## src/rtl/cu_param.sv

```systemverilog
// Parametrised multi-cycle fetch/decode/execute sequencer with RAM wait states,
// resumable HALT and a wrapping retired-instruction counter.
module cu_param #(
    parameter int RS    = 2,
    parameter int CNT_W = 16,
    localparam int IW   = 4 + 2 * RS
) (
    input  logic             CU_clk,
    input  logic             CU_rst,
    input  logic [IW-1:0]    CU_in,
    input  logic             Mem_ready,
    input  logic             CU_resume,
    output logic [2:0]       Mode,
    output logic [RS-1:0]    Select,
    output logic [7:0]       State,
    output logic             Halted,
    output logic [CNT_W-1:0] Instr_count,
    output logic             MBR_rw,
    output logic             IR_rw,
    output logic             PC_inc,
    output logic             Reg_rw,
    output logic             Buff_rw,
    output logic             MAR_rw,
    output logic             RAM_rw,
    output logic             ALU_in_select,
    output logic             Reg_in_select,
    output logic             ALU_out_select,
    output logic             MAR_select,
    output logic             MBR_select,
    output logic             Data_imm,
    output logic             Buff_imm
);

    typedef enum logic [7:0] {
        FETCH_ADDR = 8'd0,
        FETCH_RD   = 8'd1,
        FETCH_IR   = 8'd2,
        DECODE     = 8'd3,
        LDST_ADDR  = 8'd4,
        MR_RD      = 8'd5,
        MI_WR      = 8'd6,
        ALU_RR     = 8'd7,
        ALU_IMM    = 8'd8,
        HALT       = 8'd9,
        MR_WR      = 8'd10,
        ALU_EXE    = 8'd11,
        ALU_WB     = 8'd12,
        LD_RD      = 8'd13,
        LD_WB      = 8'd14,
        ST_MBR     = 8'd15,
        ST_WR      = 8'd16
    } state_t;

    state_t           state;
    state_t           next;
    logic             retire;
    logic [CNT_W-1:0] count;
    logic [3:0]       opcode;
    logic [RS-1:0]    dst;
    logic [RS-1:0]    src;

    assign opcode      = CU_in[IW-1:IW-4];
    assign dst         = CU_in[2*RS-1:RS];
    assign src         = CU_in[RS-1:0];
    assign State       = state;
    assign Instr_count = count;

    always_ff @(posedge CU_clk) begin
        if (CU_rst) begin
            state <= FETCH_ADDR;
            count <= '0;
        end else begin
            state <= next;
            if (retire) begin
                count <= count + CNT_W'(1);
            end
        end
    end

    always_comb begin
        next           = FETCH_ADDR;
        retire         = 1'b0;
        Mode           = 3'b111;
        Select         = '0;
        Halted         = 1'b0;
        MBR_rw         = 1'b0;
        IR_rw          = 1'b0;
        PC_inc         = 1'b0;
        Reg_rw         = 1'b0;
        Buff_rw        = 1'b0;
        MAR_rw         = 1'b0;
        RAM_rw         = 1'b0;
        ALU_in_select  = 1'b0;
        Reg_in_select  = 1'b0;
        ALU_out_select = 1'b0;
        MAR_select     = 1'b0;
        MBR_select     = 1'b0;
        Data_imm       = 1'b0;
        Buff_imm       = 1'b0;
        case (state)
            FETCH_ADDR: begin
                MAR_rw = 1'b1;
                next   = FETCH_RD;
            end
            FETCH_RD: begin
                MBR_rw = 1'b1;
                PC_inc = Mem_ready;
                next   = Mem_ready ? FETCH_IR : FETCH_RD;
            end
            FETCH_IR: begin
                IR_rw = 1'b1;
                next  = DECODE;
            end
            DECODE: begin
                case (opcode)
                    4'b0000, 4'b0001: next = LDST_ADDR;
                    // MR with both fields zero doubles as the HALT opcode
                    4'b0011: next = (dst == '0 && src == '0) ? HALT : MR_RD;
                    4'b0010: next = MI_WR;
                    4'b0100, 4'b0101, 4'b0111,
                    4'b0110, 4'b1000, 4'b1010: next = ALU_RR;
                    default: next = ALU_IMM;
                endcase
            end
            LDST_ADDR: begin
                MAR_rw     = 1'b1;
                MAR_select = 1'b1;
                next       = (opcode == 4'b0000) ? LD_RD : ST_MBR;
            end
            MR_RD: begin
                Buff_rw        = 1'b1;
                ALU_out_select = 1'b1;
                Select         = src;
                next           = MR_WR;
            end
            MI_WR: begin
                Data_imm = 1'b1;
                Reg_rw   = 1'b1;
                Select   = dst;
                retire   = 1'b1;
            end
            ALU_RR: begin
                Buff_rw        = 1'b1;
                ALU_out_select = 1'b1;
                Select         = src;
                next           = ALU_EXE;
            end
            ALU_IMM: begin
                Buff_rw  = 1'b1;
                Buff_imm = 1'b1;
                next     = ALU_EXE;
            end
            HALT: begin
                Halted = 1'b1;
                retire = CU_resume;
                next   = CU_resume ? FETCH_ADDR : HALT;
            end
            MR_WR: begin
                Reg_rw        = 1'b1;
                Reg_in_select = 1'b1;
                Select        = dst;
                retire        = 1'b1;
            end
            ALU_EXE: begin
                Buff_rw       = 1'b1;
                ALU_in_select = 1'b1;
                Select        = dst;
                case (opcode)
                    4'b0100, 4'b1100: Mode = 3'b000;
                    4'b0101, 4'b1101: Mode = 3'b001;
                    4'b0111, 4'b1111: Mode = 3'b010;
                    4'b0110, 4'b1110: Mode = 3'b011;
                    4'b1000, 4'b1001: Mode = 3'b100;
                    4'b1010, 4'b1011: Mode = 3'b101;
                    default:          Mode = 3'b111;
                endcase
                next = ALU_WB;
            end
            ALU_WB: begin
                Reg_rw        = 1'b1;
                Reg_in_select = 1'b1;
                Select        = dst;
                retire        = 1'b1;
            end
            LD_RD: begin
                MBR_rw = 1'b1;
                next   = Mem_ready ? LD_WB : LD_RD;
            end
            LD_WB: begin
                Reg_rw = 1'b1;
                retire = 1'b1;
            end
            ST_MBR: begin
                MBR_select = 1'b1;
                MBR_rw     = 1'b1;
                next       = ST_WR;
            end
            ST_WR: begin
                RAM_rw = 1'b1;
                retire = Mem_ready;
                next   = Mem_ready ? FETCH_ADDR : ST_WR;
            end
            default: next = FETCH_ADDR;
        endcase
        // Reset silences every output combinationally, not just on the next edge
        if (CU_rst) begin
            Mode           = 3'b111;
            Select         = '0;
            Halted         = 1'b0;
            MBR_rw         = 1'b0;
            IR_rw          = 1'b0;
            PC_inc         = 1'b0;
            Reg_rw         = 1'b0;
            Buff_rw        = 1'b0;
            MAR_rw         = 1'b0;
            RAM_rw         = 1'b0;
            ALU_in_select  = 1'b0;
            Reg_in_select  = 1'b0;
            ALU_out_select = 1'b0;
            MAR_select     = 1'b0;
            MBR_select     = 1'b0;
            Data_imm       = 1'b0;
            Buff_imm       = 1'b0;
        end
    end

endmodule
```

## config.mk

```make
export PLATFORM = sky130hd
export DESIGN_NAME = cu_param
export DESIGN_NICKNAME = d
export VERILOG_FILES = /design/src/rtl/cu_param.sv
export SDC_FILE = /design/constraint.sdc
export NUM_CORES = 1
export LEC_CHECK = 0
export CORE_MARGIN = 5
export CORE_UTILIZATION = 35
export CTS_CLUSTER_DIAMETER = 100
export CTS_CLUSTER_SIZE = 16
export DETAILED_ROUTE_END_ITERATION = 10
export PLACE_DENSITY = 0.69
export SYNTH_ARGS = -nofsm -noshare
export SYNTH_HDL_FRONTEND = slang
export SYNTH_SLANG_ARGS = --single-unit
```

## constraint.sdc

```tcl
create_clock -name CU_clk -period 3.3 [get_ports CU_clk]
set_clock_uncertainty 0.1 [all_clocks]
set_input_delay 0.825 -clock CU_clk [delete_from_list [all_inputs] [get_ports CU_clk]]
set_output_delay 0.825 -clock CU_clk [all_outputs]
set_load 0.02 [all_outputs]
```

Word-level counts from Yosys, hierarchy flattened
Memory sizes are Yosys's and may differ from the RTL's.
Cells that the tools add are included.
Storage, ports and cells
  register bits: 24
  bits in read-only memories: 48
  input bits: 12
  output and inout port bits: 44
  word-level logic and storage cells: 87
  memories: 1
Memory list
  (no name shown): words 16, bits a word 3, rd ports 1, clocked after memory_dff 0, write ports 0, line 168  | case (opcode)
Operators by class
  add/subtract/negate cells: 1
  equality and inequality tests: 25
  mux-type cells: 43
  reductions and logical operators: 15
Operator list (number)
  $eq 8x4->1 const B: 8
  $pmux 5 s12: 1
  $eq 8x3->1 const B: 4
  $mux 1: 30
  $add 16x1->16 const B: 1
  $eq 4x3->1 const B: 4
  $eq 8x2->1 const B: 2
  $pmux 4 s4: 1
  $reduce_or 4->1: 3
  $reduce_or 2->1: 5
  $eq 4x2->1 const B: 2
  $eq 4x4->1 const B: 2
  $eq 8x1->1 const B: 1
  $eq 8x5->1 const B: 1
  $logic_not 8->1: 1
  $mux 2: 4
  $mux 4: 2
  $mux 3: 2
  $reduce_or 6->1: 1
  $mux 5: 1
  $eq 4x1->1 const B: 1
  $logic_not 2->1: 2
  $logic_not 4->1: 1
  $pmux 2 s2: 1
  other kinds (3): 3

Depth between registers and ports, before layout
  word-level depth: 5
  depth in mapped cells: 6
  gate-level depth less buffers: 6

Worst setup path after synthesis
Ideal clock, no wire load.
  path type: register to output
  start point: reg state[0] (netlist: State[0])
  end point: out Mode[0]
  data arrival time: 2.124 ns
  data required time: 2.375 ns
  setup slack: 0.251 ns
  stages on the path, launching flop included: 6
  buffers on the path: 1
  cells stage by stage: dfxtp_1 > buf_4 > nor2b_1 > nand2b_1 > nor3_1 > o21ai_0
On the way
  word-level cells in the longest chain between the ends: 3
Ends and longest elaborated chain
  start: declaration: line 54  | state_t state;
  start signal: assignment: line 73  | state <= next;
  $eq 8x4->1: line 100  | case (state)
  $mux 3: line 100
  $mux 3: line 206  | if (CU_rst) begin
  end: declaration: line 13  | output logic [2:0] Mode,
Every way passes these cells.

Final worst setup path
  start point: in CU_rst
  end point: out Mode[1]
On the way
  word-level cells in the longest chain between the ends: 1
Ends and longest elaborated chain
  start: declaration: line 9  | input logic CU_rst,
  $mux 3: line 206
Every way passes these cells.

==> flow_summary.ini <==
[route]
wl_met1_mm = 2.149
wl_per_cell_microns = 13.52
wl_met3_microns = 258
top_layer = met4
drcViolationCount = 0
ant_nets = 0
wl_met2_mm = 2.511
drt_wl_total_mm = 4.974
first_pass_iters = 4
drtIter0Drc = 108
dr_total_vias = 1908
via_per_inst = 5.185

[clocking]
clk_pin_slew_ns = 0.08
clk_latency_ns = 0.26
cts_max_level = 1
cts.sinks = 21
cts-root-buf = clkbuf_8
hold_buffers = 0
cts_tree = yes
numCtsBuffers = 3
post-cts-setup-buffers = 0
clockBufferDepth = 2

[timing]
setup_viol = 0
period_share_pct = 97.09
period_minus_slack_ns = 3.204
fmax_mhz = 312.1
slew_violations = 0
rsz0062_at_grt = no
hold_viol_final = 0

[floorplanning]
fp.dieArea_sq_um = 6687
core_area_sq_um = 5042
start_util_pct = 35.76
ioPinCount = 56
die_y_microns = 81.78
fp.dieW_microns = 81.78
rows = 26

[yosys]
syn_avg_cell_area_sq_um = 7.705
synth-seq-cells = 21
synth.distinct_cells = 52
ys_seq_area_share_pct = 23.32
ys.flop_type = dfxtp_1
yosys_warnings = 0
synth_edf_count = 0
async_reset_ff_share_pct = 0
syn_area_sq_um = 1803
synth_cells = 234

[place]
dpl-instance-area_sq_um = 2497
hpwl_mm = 3.897
port_buffers = 52
gp_congestion = 0.8538

[job]
cap_violations = 0

[worst_setup_path]
crit_fanout = 6
crit_path_end = Mode[1]
path_buf_inv = 3
r2r_cells = 6
cp-start-kind = primary input
r2r-start = State[3]
reg2reg_slack_ns = 0.87
crit_path_end_kind = primary output
slowest_stage = clkdlybuf4s50_1
crit_cells = 6
path_delay_family = buffers and inverters
crit_type = primary input to primary output
r2r_end = Instr_count[13]
cp.arrival_ns = 2.28
crit_start = CU_rst
worstPathCellList = dlygate4sd2_1 -> nand2b_4 -> nor3_1 -> buf_4 -> nand2_1 -> clkdlybuf4s50_1
crit_required_ns = 2.37
cp_slowest_stage_delay_ns = 0.54

[grt]
track_usage_pct = 15.40
grt_max_degree = 31
gr-total-overflow = 0
antenna_found_initial = 0
grt_pass1_wl_mm = 8.252
grt_pass1_vias = 1768

[cells_and_area]
area_growth_pct = 42.26
fillers = 488
drive_above_1_share_pct = 17.79
final_nets = 316
layout_common_cells = 43 x clkdlybuf4s50_1, 28 x nor2_1, 24 x buf_4
multiInputGateArea_sq_um = 1274
regArea_sq_um = 420.4
num_antenna_cells = 0
layout_commonest_cell = clkdlybuf4s50_1
final_area_sq_um = 2565

[power_and_ir_drop]
pwr_density_cell_nw_per_um2 = 253.7
finalPower_mw = 0.6508
vdd.ir_drop.worst_uv = 139.4
leakage_nw = 1.054

[hold_path]
worstHoldPathType = register to register

[status]
status = finished, final reports clean
==> worst reg2reg max path, stage by stage (launching register included) <==
cell and delay, ns:
dfxtp_1 0.58, buf_4 0.28, nor3b_4 0.24, a32oi_2 0.12
buf_4 0.21, a2111oi_1 0.44, mux2_2 0.38
==> area by class of cell <==
| cell class | instances | area share (%) |
|---|---|---|
| Sequential cell | 21 | 16.39 |
| Timing Repair Buffer | 76 | 27.32 |
| Clock buffer | 4 | 1.756 |
| Multi-Input combinational cell | 187 | 49.66 |
| Inverter | 10 | 1.463 |
| Tap cell | 70 | 3.415 |
==> repair_timing <==
action	in CTS	in global routing
gates cloned	0	0
gates resized for setup	7	7
endpoints found under the setup margin	19	5
==> how the worst min path moves through the flow <==
stage | start | end | slack [ns] | cells past startpoint
after floorplan | Instr_count[1] | Instr_count[1] | 0.47 | 2
after detailed placement | Instr_count[1] | Instr_count[1] | 0.41 | 2
final | Instr_count[1] | Instr_count[1] | 0.42 | 2
after CTS | Instr_count[1] | Instr_count[1] | 0.42 | 2
after global placement | Instr_count[1] | Instr_count[1] | 0.39 | 2
after global routing | Instr_count[1] | Instr_count[1] | 0.47 | 2
==> per-stage QoR <==
step | std cells | TNS [ns] | setup WS, ns | hold slack [ns] | utilization (%)
after detailed placement | 364 | -2.977 | -0.2535 | 0.4079 | 49.53
after CTS | 368 | 0 | 0.03679 | 0.4222 | 50.42
after global routing | 368 | 0 | 0.01438 | 0.4735 | 50.87
after floorplan | 236 | 0 | 0.2510 | 0.4655 | -
after global placement | 364 | -2.514 | -0.2195 | 0.3887 | 49.53
final | 368 | 0 | 0.09610 | 0.4158 | 50.87
==> sequential cells by signal (all words and copies together), names as in the netlist <==
signal	cells
Instr_count	16
State	5
==> cell usage after synthesis, types with 3 or more instances <==
| cell | n | area [sq um] |
|---|---|---|
| nor2_1 | 29 | 108.9 |
| nor3_1 | 14 | 70.07 |
| a21oi_1 | 13 | 65.06 |
| buf_2 | 3 | 15.01 |
| nand2_1 | 12 | 45.04 |
| a31oi_1 | 3 | 18.77 |
| and4_1 | 3 | 26.28 |
| o21ai_0 | 11 | 55.05 |
| nor2b_1 | 15 | 93.84 |
| nand3_1 | 9 | 45.04 |
| clkbuf_1 | 7 | 26.28 |
| xor2_1 | 3 | 26.28 |
| and2_1 | 4 | 25.02 |
| buf_4 | 4 | 30.03 |
| nand2b_1 | 4 | 25.02 |
| ha_1 | 5 | 62.56 |
| mux2_2 | 13 | 146.4 |
| dfxtp_1 | 21 | 420.4 |
| inv_1 | 10 | 37.54 |
| nand4_1 | 4 | 25.02 |
| or3_1 | 3 | 18.77 |
==> kinds of logic (layout without fill, tap and decap cells) <==
kind of cell	after synthesis	count (layout)	synth area share, %
adders and majority gates	6	6	4.025
other	1	3	0.2080
and+or+nand+nor	107	107	32.41
muxes	16	16	9.854
xor gates and xnor gates	3	3	1.458
buffers and inverters	28	90	7.703
AOI/OAI and AO/OA	52	52	21.03
DFF	21	21	23.32
==> metal layers <==
layer / global-route usage [%] / up-vias
met3: 2.851 / 4
met5: 0 / -
met1: 19.66 / 892
met2: 26.49 / 41
met4: 3.987 / 0
li1: - / 971
==> where the power goes <==
group          internal [mW]  switching [mW]
logic                 0.0944           0.112
clock network         0.0861          0.0855
registers              0.259          0.0141
total                  0.439           0.212
No activity file was read; power rests on OpenSTA's default activity.
